### config.mk
export PLATFORM = sky130hd
export DESIGN_NAME = prog_mem_ctrl
export DESIGN_NICKNAME = d
export VERILOG_FILES = /design/src/rtl/prog_mem_ctrl.sv
export SDC_FILE = /design/constraint.sdc
export NUM_CORES = 1
export LEC_CHECK = 0
export CAP_MARGIN = 30
export CORE_ASPECT_RATIO = 0.5
export CORE_MARGIN = 2
export CORE_UTILIZATION = 55
export DETAILED_ROUTE_END_ITERATION = 8
export PLACE_DENSITY_LB_ADDON = 0.25
export SYNTH_ARGS = -nofsm -noshare
export SYNTH_HDL_FRONTEND = slang
export SYNTH_SLANG_ARGS = --single-unit
### constraint.sdc
create_clock -name clk -period 3.3 [get_ports clk]
set_input_delay 0.495 -clock clk [delete_from_list [all_inputs] [get_ports clk]]
set_output_delay 0.495 -clock clk [all_outputs]
set_load 0.1 [all_outputs]
### src/rtl/prog_mem_ctrl.sv
// prog_mem_ctrl: host-loaded program memory with a timed clear sweep and a 1-cycle fetch port.
// Build option PMEM_WRAP_EN: once full, the load pointer wraps to 0 instead of saturating.
module prog_mem_ctrl #(
    parameter int DATA_W = 16,
    parameter int ADDR_W = 3
) (
    input  logic              clk,
    input  logic              rst,
    input  logic              clr,
    input  logic              ld,
    input  logic [DATA_W-1:0] ld_data,
    input  logic              status,
    input  logic              fetch_req,
    input  logic [ADDR_W-1:0] fetch_addr,
    input  logic              addr_mux,
    output logic [DATA_W-1:0] fetch_data,
    output logic              fetch_valid,
    output logic [ADDR_W-1:0] ld_addr,
    output logic              full,
    output logic [1:0]        state,
    output logic [ADDR_W-1:0] address
);

    localparam int DEPTH = 1 << ADDR_W;
    localparam logic [ADDR_W-1:0] LAST = {ADDR_W{1'b1}};

    typedef enum logic [1:0] {
        IDLE  = 2'b00,
        CLEAR = 2'b01,
        LOAD  = 2'b10,
        RUN   = 2'b11
    } state_t;

    state_t            st_q;
    state_t            st_d;
    logic [ADDR_W-1:0] ld_ptr_q;
    logic [ADDR_W-1:0] ld_ptr_d;
    logic [ADDR_W-1:0] ld_next;
    logic [ADDR_W-1:0] clr_ptr_q;
    logic [ADDR_W-1:0] clr_ptr_d;
    logic              full_q;
    logic              full_d;
    logic              ld_ok;
    logic              we;
    logic [ADDR_W-1:0] wa;
    logic [DATA_W-1:0] wd;
    logic              fetch_acc;

    logic [DATA_W-1:0] mem [DEPTH];

`ifdef PMEM_WRAP_EN
    assign ld_ok   = 1'b1;
    assign ld_next = ld_ptr_q + ADDR_W'(1);
`else
    // Once full, the pointer parks on the last word and loads are dropped.
    assign ld_ok   = !full_q;
    assign ld_next = (ld_ptr_q == LAST) ? LAST : ld_ptr_q + ADDR_W'(1);
`endif

    assign fetch_acc = (st_q == RUN) && fetch_req;

    always_comb begin
        st_d      = st_q;
        ld_ptr_d  = ld_ptr_q;
        clr_ptr_d = clr_ptr_q;
        full_d    = full_q;
        we        = 1'b0;
        wa        = ld_ptr_q;
        wd        = ld_data;
        unique case (st_q)
            IDLE, LOAD: begin
                if (clr) begin
                    st_d = CLEAR;
                end else if (st_q == IDLE && status) begin
                    st_d = RUN;
                end else begin
                    if (ld && ld_ok) begin
                        we       = 1'b1;
                        ld_ptr_d = ld_next;
                        full_d   = full_q | (ld_ptr_q == LAST);
                    end
                    if (status) begin
                        st_d = RUN;
                    end else if (ld) begin
                        st_d = LOAD;
                    end
                end
            end
            CLEAR: begin
                we        = 1'b1;
                wa        = clr_ptr_q;
                wd        = '0;
                clr_ptr_d = clr_ptr_q + ADDR_W'(1);
                if (clr_ptr_q == LAST) begin
                    st_d     = IDLE;
                    ld_ptr_d = '0;
                    full_d   = 1'b0;
                end
            end
            RUN: begin
                if (clr) begin
                    st_d = CLEAR;
                end
            end
            default: st_d = IDLE;
        endcase
    end

    always_ff @(posedge clk) begin
        if (!rst) begin
            st_q        <= IDLE;
            ld_ptr_q    <= '0;
            clr_ptr_q   <= '0;
            full_q      <= 1'b0;
            fetch_valid <= 1'b0;
            fetch_data  <= '0;
        end else begin
            st_q        <= st_d;
            ld_ptr_q    <= ld_ptr_d;
            clr_ptr_q   <= clr_ptr_d;
            full_q      <= full_d;
            fetch_valid <= fetch_acc;
            if (fetch_acc) begin
                fetch_data <= mem[fetch_addr];
            end
        end
    end

    // Array itself is never reset; a reset edge only suppresses the write.
    always_ff @(posedge clk) begin
        if (rst && we) begin
            mem[wa] <= wd;
        end
    end

    assign state   = st_q;
    assign ld_addr = ld_ptr_q;
    assign full    = full_q;
    assign address = addr_mux ? fetch_addr : ld_ptr_q;

endmodule
==> flow_summary_export.csv, run 1 <==
group,metric,value,unit
outcome,status,"complete, no violations",
drt,ant_nets,0,
place,port_buffers,51,
timing,rsz0062_at_grt,"no",
floorplan,die-area,12300,sq um
final_layout,final_cells,616,
drt,firstDrtPassIters,5,
yosys,synth.mux.area_fraction,11.5,%
power_and_ir_drop,peakVddDrop,357,uV
grt,grt_usage,25.2,%
drt,routedWlPerCell,23.7,um
final_layout,antennaDiodeCount,0,
yosys,syn_area,6260,sq um
timing,setup_tns,0,ns
yosys,synth_area_leaders,"edfxtp_1 61%, dfxtp_1 8.3%, mux2_1 7.0%",
timing,fmax,0.376,GHz
hold_path,min_path_cells,2,
grt,grt_max_degree,49,
clock_tree,h-tree-depth,4,
grt,grt_pass1_wl,21900,um
power_and_ir_drop,p_leak,2.55,nW
floorplan,dieWidth,155,um
floorplan,num_rows,27,
critical_path,path_max_fanout,16,
floorplan,core,11000,sq um
critical_path,start_kind,"flop",
yosys,synth-simple-area-share,7.23,%
critical_path,critPathSlowestCell,"dfxtp_1",
clock_tree,cts_tree,"done",
timing,setup_violations,0,
clock_tree,cts_buffer_depth,2,
yosys,yosysSeqAreaShare,69.7,%
clock_tree,cts.repair.resized,0,
flow_run,cap_violations,0,
timing,finalMaxSlewViolations,0,
yosys,async_flop_share,0,%
grt,antenna_found_initial,0,
yosys,avgSynthCellArea,15.9,sq um
clock_tree,cts.sinks,154,
yosys,synth_compound_area_share,8.07,%
yosys,synth.top_cells.by_count,"128 x edfxtp_1, 39 x mux2_1, 32 x o22ai_1",
clock_tree,cts_setup_buffers,0,
critical_path,arrival,2.77,ns
clock_tree,root_buffer,"clkbuf_16",
yosys,netlist-cell-type-count,44,
critical_path,setup.worst_path.class,"reg2reg",
critical_path,crit_required,3.41,ns
floorplan,die_y,79.4,um
drt,wl,14600,um
timing,fin_crit_sh,80.6,%
yosys,syn-num-nets,424,
place,place_congestion,0.825,
place,place_hpwl,9490,um
drt,drc,0,
place,numPlacedInstances,584,
clock_tree,clk_pin_slew_worst_paths,0.06,ns
drt,via_per_inst,6.24,
clock_tree,holdBufCountCts,0,
yosys,yosys_warnings,0,
grt,gr-total-overflow,0,
yosys,synth_xor_area_share,0.140,%
final_layout,nNetsFinal,487,
hold_path,min_path_type,"reg2reg",
yosys,ys_seq_elements,154,
yosys,synth_edf_count,128,
critical_path,path_cells,"nand2b_1 -> a21boi_1 -> nor4_4 -> buf_4",
power_and_ir_drop,p_total,0.00439,W
timing,max_slew.worst_pin.slew,0.987,ns
critical_path,rr_worst_depth,4,
clock_tree,cts_inserted_buffers,17,
yosys,synth_top_area_share,61.4,%
timing,worst_slew_margin_rel,34.0,%
yosys,synth_top_family_by_area,"multiplexers",
yosys,synth-adder-area-share,0.600,%
critical_path,critPathCaptureType,"flop",
drt,drt-initial-drc-count,380,
yosys,synth_top_area_cell,"edfxtp_1",
floorplan,start_util,56.7,%
timing,period_needed,2.66,ns
yosys,syn_inst,395,
timing,whs,0.477,ns
grt,grt_pass1_vias,3908,
timing,worst_clock_skew,0.00669,ns
clock_tree,insertion_delay,0.42,ns
power_and_ir_drop,power.density,580,nW/um^2
final_layout,syn_to_final_growth,20.9,%
critical_path,max_stage_delay,0.62,ns
timing,finalHoldViolCount,0,
yosys,synth_ff_type,"edfxtp_1",
yosys,yosysMostFrequentCell,"edfxtp_1",
floorplan,io_pins,52,
drt,dr_total_vias,3845,
final_layout,drive_gt1_share,21.4,%
## kinds of logic after synthesis
| logic type | after synthesis |
|---|---|
| xor gates and xnor gates | 1 |
| adders and majority gates | 3 |
| and+or+nand+nor | 77 |
| buffers and inverters | 28 |
| muxes | 64 |
| AOI/OAI and AO/OA | 68 |
| DFF | 154 |
## registers in the layout, indices dropped and copies added, names as in the netlist
name and cells:
clr_ptr_q 3, fetch_data 16, fetch_valid 1, full 1
ld_addr 3, mem 128, state 2
## path summary, 6_finish.rpt
check	start	end	slack [ns]
setup / recovery	state[1]	mem[5][6]	0.64
hold reg to reg	fetch_data[3]	fetch_data[3]	0.48
setup reg to reg	state[1]	mem[5][6]	0.64
hold / removal	fetch_data[3]	fetch_data[3]	0.48
## power by group
| group | internal (W) | total (W) | switching (W) |
|---|---|---|---|
| logic | 0.000113 | 0.000352 | 0.000240 |
| registers | 0.00215 | 0.00216 | 0.0000152 |
| clock network | 0.00114 | 0.00188 | 0.000731 |
## layout make-up
type / instances / area, sq um
clock inverters: 6 / 30.0
fillers: 728 / 3480
multi-input cells: 213 / 1810
flip-flops and latches: 154 / 4360
repair buffers: 66 / 616
well taps: 145 / 181
inverters: 6 / 22.5
clock buffers: 26 / 552
## cells in the final DEF, fill, tap and decap left out, types with 13 or more instances in the layout
master,n
nand2_1,13
nand3_1,16
edfxtp_1,128
and2_1,17
mux2_1,39
o22ai_1,32
dfxtp_1,26
clkbuf_16,19
buf_4,21
mux2_2,25
clkdlybuf4s50_1,41
## stage by stage
| stage | setup WS, ns | cell area, sq um | utilization (%) |
|---|---|---|---|
| 2_1_floorplan | 0.0229 | 6290 | - |
| 3_3_place_gp | 0.487 | 6970 | 63.1 |
| 3_5_place_dp | 0.664 | 6990 | 63.3 |
| 4_1_cts | 0.679 | 7570 | 68.5 |
| 5_1_grt | 0.531 | 7570 | 68.5 |
| 6_report | 0.640 | 7570 | 68.5 |
## metal layers
metal | routed length, um | vias up | GRT usage (%)
met3 | 1620 | 24 | 8.63
met2 | 6500 | 212 | 37.8
met5 | 0 | - | 0
li1 | - | 1689 | -
met4 | 201 | 0 | 8.80
met1 | 6300 | 1920 | 34.7
## worst max-delay path: cells and delay by family (launching register included)
kind / cells / cell delay [ns]
AOI/OAI and AO/OA: 1 / 0.42
buffers and inverters: 1 / 0.31
DFF: 1 / 0.62
and+or+nand+nor: 2 / 0.99
(Power assumes the default switching activity.)
==> run 2: changes to the inputs <==
==> constraint.sdc (replaced) <==
create_clock -name clk -period 2.6 [get_ports clk]
set_input_delay 0.39 -clock clk [delete_from_list [all_inputs] [get_ports clk]]
set_output_delay 0.39 -clock clk [all_outputs]
set_load 0.1 [all_outputs]
==> run 2 against run 1 <==
Net effect:
- final area is 1.3% higher
- flip-flop and latch count stayed put
- sequential share of layout area is 0.67 points lower
- die area stayed put
- fmax is 10% higher
- routed wire length is 0.23% higher
- combinational power is 33% higher
==> flow_summary_export.csv, run 2 (same netlist as run 1, synthesis figures left out) <==
group,metric,value,unit
critical_path,rr_worst_depth,4,
final_layout,most-common-layout-cells,"128 x edfxtp_1, 39 x mux2_1, 39 x buf_4, 32 x o22ai_1, 25 x mux2_2",
clock_tree,root_buffer,"clkbuf_16",
final_layout,regArea,4370,sq um
place,port_buffers,51,
clock_tree,cts.repair.resized,0,
final_layout,reg.largest.list,"mem: 128 flops, fetch_data: 16 flops",
place,place_hpwl,9600,um
hold_path,hp-start,"fetch_data[0]",
clock_tree,insertion_delay,0.42,ns
power_and_ir_drop,peakVddDrop,428,uV
critical_path,crit_required,2.72,ns
final_layout,final_cells,624,
outcome,status,"complete, no violations",
clock_tree,cts_inserted_buffers,17,
final_layout,fin_util,69.4,%
hold_path,hold-path-endpoint,"fetch_data[0]",
power_and_ir_drop,internal_power,0.00439,W
final_layout,largest_reg_flops,128,
clock_tree,h-tree-depth,4,
drt,via_per_inst,6.14,
place,numPlacedInstances,591,
power_and_ir_drop,clkPwrFrac,42.9,%
timing,rsz0062_at_grt,"no",
flow_run,cap_violations,0,
drt,firstDrtPassIters,5,
place,place_congestion,0.832,
timing,worst_slew_margin_rel,38.0,%
final_layout,nNetsFinal,495,
final_layout,drive_gt1_share,26.9,%
final_layout,antennaDiodeCount,0,
final_layout,syn_to_final_growth,22.4,%
floorplan,die_y,79.4,um
critical_path,r2r-start,"state[0]",
timing,setup_violations,0,
timing,period_needed,2.42,ns
timing,worst_clock_skew,0.00845,ns
clock_tree,cts.sinks,154,
power_and_ir_drop,swShare,22.1,%
drt,drc,0,
critical_path,critPathSlowestCell,"nor3_2",
grt,grt_max_degree,66,
clock_tree,clk_pin_slew_worst_paths,0.06,ns
clock_tree,cts_tree,"done",
grt,grt_pass1_wl,22400,um
power_and_ir_drop,pwr-share-comb,8.3,%
timing,fin_crit_sh,92.9,%
grt,grt_usage,25.5,%
critical_path,path_cells,"nor4bb_1 -> a31oi_1 -> nor3_2 -> buf_6",
clock_tree,cts_setup_buffers,0,
critical_path,setup.worst_path.class,"reg2reg",
floorplan,start_util,56.7,%
power_and_ir_drop,seqPwrFrac,48.8,%
critical_path,regToRegSetupSlack,0.18,ns
drt,routedWlPerCell,23.5,um
critical_path,critPathCaptureType,"flop",
timing,fmax,0.414,GHz
timing,setup_tns,0,ns
critical_path,r2r_end,"mem[4][1]",
grt,antenna_found_initial,0,
final_layout,regMostFlops,"mem",
clock_tree,cts_buffer_depth,2,
floorplan,core,11000,sq um
critical_path,path_max_fanout,16,
power_and_ir_drop,p_leak,2.64,nW
timing,finalMaxSlewViolations,0,
floorplan,dieWidth,155,um
clock_tree,holdBufCountCts,0,
drt,drt-initial-drc-count,403,
timing,max_slew.worst_pin.slew,0.925,ns
floorplan,die-area,12300,sq um
drt,wl,14700,um
power_and_ir_drop,p_sw,0.00124,W
final_layout,layout_commonest_cell,"edfxtp_1",
final_layout,multi_input_area,1810,sq um
grt,gr-total-overflow,0,
hold_path,min_path_cells,2,
floorplan,io_pins,52,
critical_path,max_stage_delay,0.75,ns
place,place_area,7070,sq um
hold_path,min_path_type,"reg2reg",
timing,finalHoldViolCount,0,
power_and_ir_drop,p_total,0.00564,W
drt,dr_total_vias,3831,
final_layout,finalInstanceArea,7670,sq um
floorplan,num_rows,27,
final_layout,nFillCells,698,
grt,grt_pass1_vias,3929,
critical_path,arrival,2.54,ns
drt,ant_nets,0,
critical_path,start_kind,"flop",
power_and_ir_drop,power.density,735,nW/um^2
## run 2: cell types whose count changed in the layout (fill, tap and decap cells not counted), moves of 2 or more
cell	change
dfxtp_1	-3
clkinv_2	-2
o21ai_1	-2
buf_6	+2
bufinv_16	+2
buf_4	+18
clkdlybuf4s50_1	-17
buf_12	+4
clkbuf_16	-2
o21ai_2	+2
dfxtp_2	+3
## run 2: metal layers
metal / track usage [%] / wire, um / up-vias
li1: - / - / 1704
met3: 7.38 / 1340 / 13
met5: 0 / 0 / -
met1: 35.2 / 6390 / 1934
met2: 40.0 / 6780 / 180
met4: 6.94 / 143 / 0
## run 2: worst max path at each step
stage | to | start | slack [ns] | cells past startpoint
floorplan | address[0] | ld_addr[0] | 0.04 | 2
global placement | mem[4][4] | ld | -0.15 | 5
finish | mem[4][1] | state[0] | 0.18 | 4
global route | mem[4][1] | state[0] | 0.17 | 4
detailed placement | mem[1][12] | ld | -0.07 | 5
CTS | mem[1][5] | state[1] | 0.15 | 3
## run 2: power groups by stage
stage | Clock, W | Combinational (W) | Sequential, W
after floorplan | 0 | 0.000242 | 0.00284
after CTS | 0.00244 | 0.000463 | 0.00275
after global routing | 0.00255 | 0.000492 | 0.00275
after detailed placement | 0 | 0.000459 | 0.00280
after global placement | 0 | 0.000444 | 0.00280
final | 0.00242 | 0.000468 | 0.00275
## run 2: final cells by class
class,instances,area share [%]
Clock buffer,24,6.41
Clock inverter,8,1.19
Timing Repair Buffer,74,9.11
Multi-Input combinational cell,213,23.6
Sequential cell,154,57.0
Tap cell,145,2.37
Inverter,6,0.294
## run 2: per-stage QoR
step / setup WS, ns / hold slack (ns)
after floorplan: 0.0370 / 0.478
after global placement: -0.152 / 0.466
after detailed placement: -0.0726 / 0.467
after CTS: 0.153 / 0.475
after global routing: 0.168 / 0.500
final: 0.185 / 0.476
## run 2: critical path, delay by kind of cell (launching register included)
family / cells / cell delay [ns]
AO/OA/AOI/OAI: 1 / 0.17
buffers and inverters: 1 / 0.25
flip-flops: 1 / 0.51
AND/OR/NAND/NOR: 2 / 1.18
==> run 3: changes to the inputs <==
--- a/config.mk
+++ b/config.mk
@@ -8,8 +8,9 @@
 export CAP_MARGIN = 30
 export CORE_ASPECT_RATIO = 0.5
 export CORE_MARGIN = 2
-export CORE_UTILIZATION = 55
+export CORE_UTILIZATION = 52
 export DETAILED_ROUTE_END_ITERATION = 8
+export GPL_ROUTABILITY_DRIVEN = 0
 export PLACE_DENSITY_LB_ADDON = 0.25
 export SYNTH_ARGS = -nofsm -noshare
 export SYNTH_HDL_FRONTEND = slang
==> constraint.sdc (replaced) <==
create_clock -name clk -period 2.1 [get_ports clk]
set_input_delay 0.315 -clock clk [delete_from_list [all_inputs] [get_ports clk]]
set_output_delay 0.315 -clock clk [all_outputs]
set_load 0.1 [all_outputs]
==> run 3 against run 2 <==
Net effect:
- fmax up 25%
- final area increased by 4.6%
- non-clock buffer count up 27
- flip-flop and latch count unchanged
- sequential share of layout area decreased by 2.3 points
- clock skew is 0.00075 ns higher
- total power rose by 21%
- routed wire length decreased by 2.8%
- global-route usage fell by 2.5 points
- largest power group unchanged
==> flow_summary_export.csv, run 3 (same netlist as run 1, synthesis figures left out) <==
group,metric,value,unit
outcome,status,"complete, no violations",
drt,dr_total_vias,3891,
floorplan,die-area,13000,sq um
final_layout,nNetsFinal,522,
drt,via_per_inst,5.80,
floorplan,core,11800,sq um
critical_path,crit_required,2.21,ns
timing,fin_crit_sh,91.9,%
timing,period_needed,1.93,ns
final_layout,most-common-layout-cells,"128 x edfxtp_1, 65 x buf_4, 39 x mux2_1, 32 x o22ai_1, 25 x mux2_2",
place,place_hpwl,9590,um
final_layout,syn_to_final_growth,28.0,%
power_and_ir_drop,power.density,847,nW/um^2
floorplan,io_pins,52,
timing,finalHoldViolCount,0,
final_layout,largest_reg_flops,128,
clock_tree,cts_buffer_depth,2,
grt,grt_pass1_wl,21500,um
clock_tree,cts_tree,"done",
clock_tree,h-tree-depth,4,
timing,setup_tns,0,ns
timing,whs,0.479,ns
timing,rsz0062_at_grt,"no",
critical_path,critPathCaptureType,"flop",
clock_tree,cts.repair.resized,0,
drt,wl,14200,um
drt,firstDrtPassIters,5,
place,numPlacedInstances,632,
final_layout,reg.largest.list,"mem: 128 flops, fetch_data: 16 flops",
critical_path,arrival,2.04,ns
critical_path,path_max_fanout,15,
clock_tree,holdBufCountCts,0,
power_and_ir_drop,peakVddDrop,565,uV
critical_path,setup.worst_path.class,"reg2reg",
drt,routedWlPerCell,21.2,um
timing,fmax,0.518,GHz
timing,worst_clock_skew,0.00919,ns
power_and_ir_drop,p_leak,2.80,nW
final_layout,antennaDiodeCount,0,
clock_tree,root_buffer,"clkbuf_16",
clock_tree,insertion_delay,0.41,ns
floorplan,die_y,81.6,um
critical_path,max_stage_delay,0.47,ns
grt,grt_usage,23.0,%
grt,gr-total-overflow,0,
hold_path,hp-start,"fetch_data[3]",
critical_path,regToRegSetupSlack,0.17,ns
critical_path,r2r_end,"mem[7][4]",
timing,finalMaxSlewViolations,0,
hold_path,min_path_type,"reg2reg",
critical_path,start_kind,"flop",
grt,grt_max_degree,34,
timing,setup_violations,0,
hold_path,hold-path-endpoint,"fetch_data[3]",
final_layout,fin_util,68.1,%
timing,max_slew.worst_pin.slew,0.647,ns
floorplan,start_util,53.2,%
critical_path,critPathSlowestCell,"nor4_4",
final_layout,drive_gt1_share,33.4,%
timing,worst_slew_margin_rel,56.9,%
clock_tree,cts_inserted_buffers,17,
grt,antenna_found_initial,0,
drt,ant_nets,0,
final_layout,final_cells,671,
floorplan,dieWidth,159,um
clock_tree,cts.sinks,154,
floorplan,num_rows,28,
final_layout,regMostFlops,"mem",
drt,drc,0,
final_layout,layout_commonest_cell,"edfxtp_1",
critical_path,path_cells,"buf_4 -> nand3b_1 -> a21boi_4 -> nor4_4 -> buf_6",
hold_path,min_path_cells,2,
critical_path,rr_worst_depth,5,
flow_run,cap_violations,0,
place,port_buffers,51,
drt,drt-initial-drc-count,348,
clock_tree,clk_pin_slew_worst_paths,0.06,ns
grt,grt_pass1_vias,3801,
critical_path,r2r-start,"state[1]",
==> run 3: worst max path at each step <==
| stage | from | end | slack [ns] | depth (start not counted) |
|---|---|---|---|---|
| global route | state[1] | mem[1][4] | 0.10 | 7 |
| floorplan | state[1] | mem[5][0] | -0.01 | 4 |
| detailed placement | ld | mem[0][14] | -0.34 | 5 |
| CTS | state[1] | mem[1][4] | 0.17 | 7 |
| global placement | ld | mem[7][2] | -0.29 | 4 |
| finish | state[1] | mem[7][4] | 0.17 | 5 |
==> run 3: per-layer routing <==
layer / global-route usage, % / wire length, um / vias up
li1: - / - / 1754
met1: 31.3 / 6240 / 1931
met2: 35.1 / 6280 / 191
met3: 9.39 / 1600 / 15
met4: 5.45 / 130 / 0
met5: 0 / 0 / -
==> run 3: final cells by class <==
| class | count | area (sq um) |
|---|---|---|
| multi-input cells | 213 | 1920 |
| fillers | 804 | 3750 |
| clock inverters | 14 | 108 |
| flip-flops and latches | 154 | 4380 |
| repair buffers | 101 | 945 |
| inverters | 6 | 22.5 |
| well taps | 165 | 206 |
| clock buffers | 18 | 429 |
==> run 3: where the power goes <==
group / total [W] / switching (W) / internal (W) / leakage, nW
registers: 0.00339 / 0.0000208 / 0.00337 / 1.38
clock network: 0.00275 / 0.00114 / 0.00161 / 0.250
logic: 0.000656 / 0.000408 / 0.000247 / 1.16
==> run 3: repair_timing <==
action,in CTS,in global routing
setup buffers,7,0
endpoints found under the hold margin,0,0
endpoints found under the setup margin,64,0
==> run 3: per-stage QoR <==
| step | power [W] | area (sq um) | setup slack [ns] |
|---|---|---|---|
| after floorplan | 0.00384 | 6490 | -0.0107 |
| after global placement | 0.00407 | 7380 | -0.293 |
| after detailed placement | 0.00409 | 7390 | -0.336 |
| after CTS | 0.00681 | 8020 | 0.171 |
| after global routing | 0.00700 | 8020 | 0.105 |
| final | 0.00679 | 8020 | 0.169 |
==> run 3: worst max-delay path: cells and delay by family (launching register included) <==
| kind | cells | cell delay, ns |
|---|---|---|
| buf+inv | 2 | 0.42 |
| simple gates | 2 | 0.66 |
| compound gates | 1 | 0.18 |
| flops | 1 | 0.36 |
